--- src/rtl/timer_tick_gen_if.sv ---
// ============================================================================
// Module   : timer_tick_gen_if
// Brief    : Control/status bundle between TCR logic and the tick generator.
// Revision : 1.0 - initial release
// ============================================================================
`default_nettype none

interface timer_tick_gen_if #(
    parameter int CKS_W = 2
);
    logic             en;
    logic [CKS_W-1:0] cks;
    logic             load;
    logic             tick;
    logic             busy;
    logic [CKS_W-1:0] cks_active;

    modport master (
        output en, cks, load,
        input  tick, busy, cks_active
    );

    modport slave (
        input  en, cks, load,
        output tick, busy, cks_active
    );
endinterface

`default_nettype wire

--- src/rtl/timer_tick_gen.sv ---
// ============================================================================
// Module   : timer_tick_gen
// Brief    : Prescaler producing a one-cycle count-enable tick every N pclk.
// Revision : 1.0 - initial release
// ============================================================================
`default_nettype none

module timer_tick_gen #(
    parameter int CKS_W = 2,
    parameter int DIV_W = 4
) (
    input  wire               pclk,
    input  wire               preset,
    timer_tick_gen_if.slave   bus
);

    typedef enum logic [0:0] {
        ST_IDLE = 1'b0,
        ST_RUN  = 1'b1
    } state_t;

    state_t           r_state;
    state_t           w_state_nxt;
    logic [DIV_W-1:0] r_div_cnt;
    logic [DIV_W-1:0] w_div_nxt;
    logic             r_tick;
    logic             w_tick_nxt;
    logic [CKS_W-1:0] r_cks_act;
    logic [CKS_W-1:0] w_cks_nxt;
    logic [DIV_W-1:0] w_div_max;

    // Terminal count N-1 where N = 2^(cks_active+1)
    assign w_div_max = DIV_W'((32'd2 << r_cks_act) - 32'd1);

    always_ff @(posedge pclk) begin
        if (preset) begin
            r_state   <= ST_IDLE;
            r_div_cnt <= '0;
            r_tick    <= 1'b0;
            r_cks_act <= '0;
        end else begin
            r_state   <= w_state_nxt;
            r_div_cnt <= w_div_nxt;
            r_tick    <= w_tick_nxt;
            r_cks_act <= w_cks_nxt;
        end
    end

    always_comb begin
        w_state_nxt = r_state;
        w_div_nxt   = r_div_cnt;
        w_tick_nxt  = 1'b0;
        w_cks_nxt   = r_cks_act;
        case (r_state)
            ST_IDLE: begin
                w_div_nxt = '0;
                if (bus.en) begin
                    w_state_nxt = ST_RUN;
                    w_cks_nxt   = bus.cks;
                end
            end
            ST_RUN: begin
                if (!bus.en) begin
                    w_state_nxt = ST_IDLE;
                    w_div_nxt   = '0;
                end else if (bus.load) begin
                    w_div_nxt = '0;
                end else if (r_div_cnt == w_div_max) begin
                    // New select only takes effect on a period boundary
                    w_div_nxt  = '0;
                    w_tick_nxt = 1'b1;
                    w_cks_nxt  = bus.cks;
                end else begin
                    w_div_nxt = r_div_cnt + 1'b1;
                end
            end
            default: begin
                w_state_nxt = ST_IDLE;
                w_div_nxt   = '0;
            end
        endcase
    end

    assign bus.tick       = r_tick;
    assign bus.busy       = (r_state == ST_RUN);
    assign bus.cks_active = r_cks_act;

endmodule

`default_nettype wire

--- src/flat_wrapper.sv ---
// flat-port wrapper written by rule: the top's interface ports become plain ports
module timer_tick_gen_flat 
#(
    parameter int CKS_W = 2,
    parameter int DIV_W = 4
)
  (pclk, preset, bus_en, bus_cks, bus_load, bus_tick, bus_busy, bus_cks_active);
  timer_tick_gen_if #(.CKS_W(CKS_W)) bus_i ();
  input  wire pclk;
  input  wire preset;
  input wire logic [$bits(bus_i.en)-1:0] bus_en;
  input wire logic [$bits(bus_i.cks)-1:0] bus_cks;
  input wire logic [$bits(bus_i.load)-1:0] bus_load;
  output wire logic [$bits(bus_i.tick)-1:0] bus_tick;
  output wire logic [$bits(bus_i.busy)-1:0] bus_busy;
  output wire logic [$bits(bus_i.cks_active)-1:0] bus_cks_active;
  assign bus_i.en = bus_en;
  assign bus_i.cks = bus_cks;
  assign bus_i.load = bus_load;
  assign bus_tick = bus_i.tick;
  assign bus_busy = bus_i.busy;
  assign bus_cks_active = bus_i.cks_active;
  timer_tick_gen #(.CKS_W(CKS_W), .DIV_W(DIV_W)) u_core (.pclk(pclk), .preset(preset), .bus(bus_i));
endmodule
--- config.mk ---
export PLATFORM = sky130hd
export DESIGN_NAME = timer_tick_gen_flat
export DESIGN_NICKNAME = d
export VERILOG_FILES = /design/src/rtl/timer_tick_gen_if.sv /design/src/rtl/timer_tick_gen.sv /design/src/flat_wrapper.sv
export SDC_FILE = /design/constraint.sdc
export NUM_CORES = 1
export LEC_CHECK = 0
export ABC_AREA = 1
export BUFFER_PORTS_ARGS = -buffer_cell sky130_fd_sc_hd__buf_4
export CELL_PAD_IN_SITES_DETAIL_PLACEMENT = 0
export CELL_PAD_IN_SITES_GLOBAL_PLACEMENT = 2
export CORE_UTILIZATION = 25
export DETAILED_ROUTE_END_ITERATION = 16
export PLACE_DENSITY = 0.72
export SLEW_MARGIN = 15
export SYNTH_ARGS = -nofsm -noshare
export SYNTH_HDL_FRONTEND = slang
export SYNTH_SLANG_ARGS = --single-unit
--- constraint.sdc ---
create_clock -name pclk -period 1.5 [get_ports pclk]
set_input_delay 0.15 -clock pclk [delete_from_list [all_inputs] [get_ports pclk]]
set_output_delay 0.15 -clock pclk [all_outputs]
set_load 0.02 [all_outputs]
==> results.txt <==
layout cell share with drive strength beyond 1 - 0.195
XOR/XNOR Fraction of Synth Area - 0.0387
crit-path max FO - 9
WP data arrival - 1420 ps
CTS HTree Levels - 1
die span in x - 44.6 um
crit path buf inv count - 2
GRT overflow - 0
area share of the largest cell type after synthesis - 0.354
cell family with most CP delay - simple AND/OR/NAND/NOR gates
mux cell area share after synthesis - 0
CP Launch Type - flip-flop
crit path max-delay cell type - dfxtp_1
routed vias/inst - 4.07
register-to-register setup slack - 220 ps
Switch Pwr - 125 uW
Iteration-0 DRC Markers - 5
Worst-path clk slew - 60 ps
DRT antenna net count - 0
LEAKAGE - 0.000271 uW
Yosys reg bits - 8
syn_nets - 78
routability cong. - 0.734
Final Setup Violations - 0
Least-Margin Pin Slew - 298 ps
simple-gate share of the synthesized area - 0.392
failing checks - design-rule violations
Comb pwr share - 0.151
Root Driver - clkbuf_4
vias in the first global route - 397
Yosys cell types - 16
cell taking the most area after synthesis - dfxtp_1
status - finished with violations
Crit Path Category - reg -> reg
hold buffer count at CTS - 0
PwrDens - 831 nW/um^2
Initial Util - 0.265
switching share of power - 0.267
Crit. End Element - flip-flop
worst skew pair latency - 250 ps
core box area - 1710 um^2
Tmin final - 1280 ps
largest net degree at the start of global routing - 10
maxcap violations - 0
Peak Freq - 0.783 GHz
first-pass GRT wire length - 1630 um
commonest non-fill, non-tap cell in the layout - nand2_1
Pint - 343 uW
Syn-to-layout area delta - 24.3%
synthesis warning total - 0
hold slack - 92.7 ps
Final Cycle Share - 0.851
FP Rows - 15
post-CTS resize count - 0
top cells by area, synth - dfxtp_1 35%, nand2_1 13%, nor2_1 12%
clock buffer depth - 2
CP peak stage delay - 490 ps
IO Port Bufs - 9
CTS Buf Count - 3
wire per inst - 8.25 um
Critical Path RT - 1650 ps
RSZ-0062 raised after global routing - false
GR Util All Layers - 0.117
clk_skew - 1.97 ps
Final Max Slew Viols - 0
Final #Nets - 91
I/O pin total - 10
CTS sink cnt - 8
Final TNS setup - 0 ps
Min-Delay Path Class - in -> reg
Max VDD drop - 258 uV
post-DP HPWL - 705 um
commonest cells after routing, fill and taps aside - 16 x nand2_1, 15 x nor2_1, 12 x inv_1, 9 x buf_4, 8 x dfxtp_1
die footprint - 1990 um^2
post-synthesis cell area - 453 um^2
CTS tree - done
# Post-CTS Setup Buffers - 0
Cell Chain, Critical Path - inv_2 > nand2_2 > inv_1 > nor2_1 > nand3_2 > nand2_1 > nand4_1 > nand2_1 > nor2_1
register area share after synthesis - 0.354
drc violations - 2
main combinational cell family by area after synthesis - simple AND/OR/NAND/NOR gates
Adder-Cell Fraction of Synth Area - 0.0276
drt total wl - 883 um
Clock power frac - 0.353
die outline height - 44.6 um
Pre-antenna DRT Iters - 10
antenna cells - 0
final hold vios - 0
antenna violations before repair - 0
DR vias - 435
Syn Area/Cell - 6.38 um^2
Seq pwr share - 0.496
Slew headroom - 0.801
Synth Area in Compound Gates - 0.0552
Syn Inst Count - 71
flip-flops by register name, summed over array words and instances (netlist names):
register               flops
u_core.bus.busy            1
u_core.r_div_cnt           4
u_core.bus.tick            1
u_core.bus.cks_active      2
cells in the mapped netlist:
cell type   n
inv_1      12
inv_2       1
nand2_2     1
buf_6       1
nor2_2      1
o21ai_1     1
xor2_1      1
nand3_2     1
ha_1        1
nand2_1    16
a21oi_1     4
dfxtp_1     8
nand4_1     3
nor2_1     15
nand3_1     4
xnor2_1     1
per-stage QoR:
stage	util	instance area [um^2]	instances	setup WS [ps]	power [uW]
2_1_floorplan	-	453	71	242	284
4_1_cts	0.330	563	107	203	479
3_5_place_dp	0.316	541	104	217	308
5_1_grt	0.330	563	107	61.0	507
6_report	0.330	563	107	224	468
3_3_place_gp	0.316	541	104	228	310
final cells by class:
| type | count | area (um^2) |
|---|---|---|
| clock buffer | 3 | 22.5 |
| multi-input combinational | 49 | 233 |
| fill | 197 | 1140 |
| sequential | 8 | 160 |
| inverter | 13 | 48.8 |
| tap | 25 | 31.3 |
| timing repair buffer | 9 | 67.6 |
power groups by stage:
stage / Combinational [uW] / Clock (uW) / Sequential [uW]
floorplan: 45.2 / 0 / 238
global placement: 73.1 / 0 / 237
detailed placement: 71.3 / 0 / 237
CTS: 71.6 / 175 / 232
global route: 82.6 / 190 / 234
finish: 70.8 / 165 / 232
cell families after synthesis:
family / count (synthesis)
fa+ha+maj: 1
compound gates: 5
buf+inv: 14
xor+xnor: 2
flops: 8
simple gates: 41
metal layers:
metal,share of wire,GRT usage,wire [um]
met5,0,0,0
met4,0,0.0545,0
met3,0.023,0.0490,20
met2,0.49,0.168,431
met1,0.49,0.151,432
worst reg2reg max path: cells and delay by family (launching register included):
family | cells | cell delay, ps
AND/OR/NAND/NOR | 7 | 580
flip-flops | 1 | 490
buffers and inverters | 2 | 110
worst paths after layout:
path	startpoint	to	cells past startpoint
worst max-delay path	u_core.bus.cks_active[1]$_SDFFE_PP0P_	u_core.bus.cks_active[1]$_SDFFE_PP0P_	9
worst min-delay path	preset	u_core.bus.busy$_SDFF_PP0_	2
worst max register to register	u_core.bus.cks_active[1]$_SDFFE_PP0P_	u_core.bus.cks_active[1]$_SDFFE_PP0P_	9
worst min register to register	u_core.r_div_cnt[0]$_SDFF_PP0_	u_core.r_div_cnt[0]$_SDFF_PP0_	1
No activity file was read; power rests on OpenSTA's default activity.
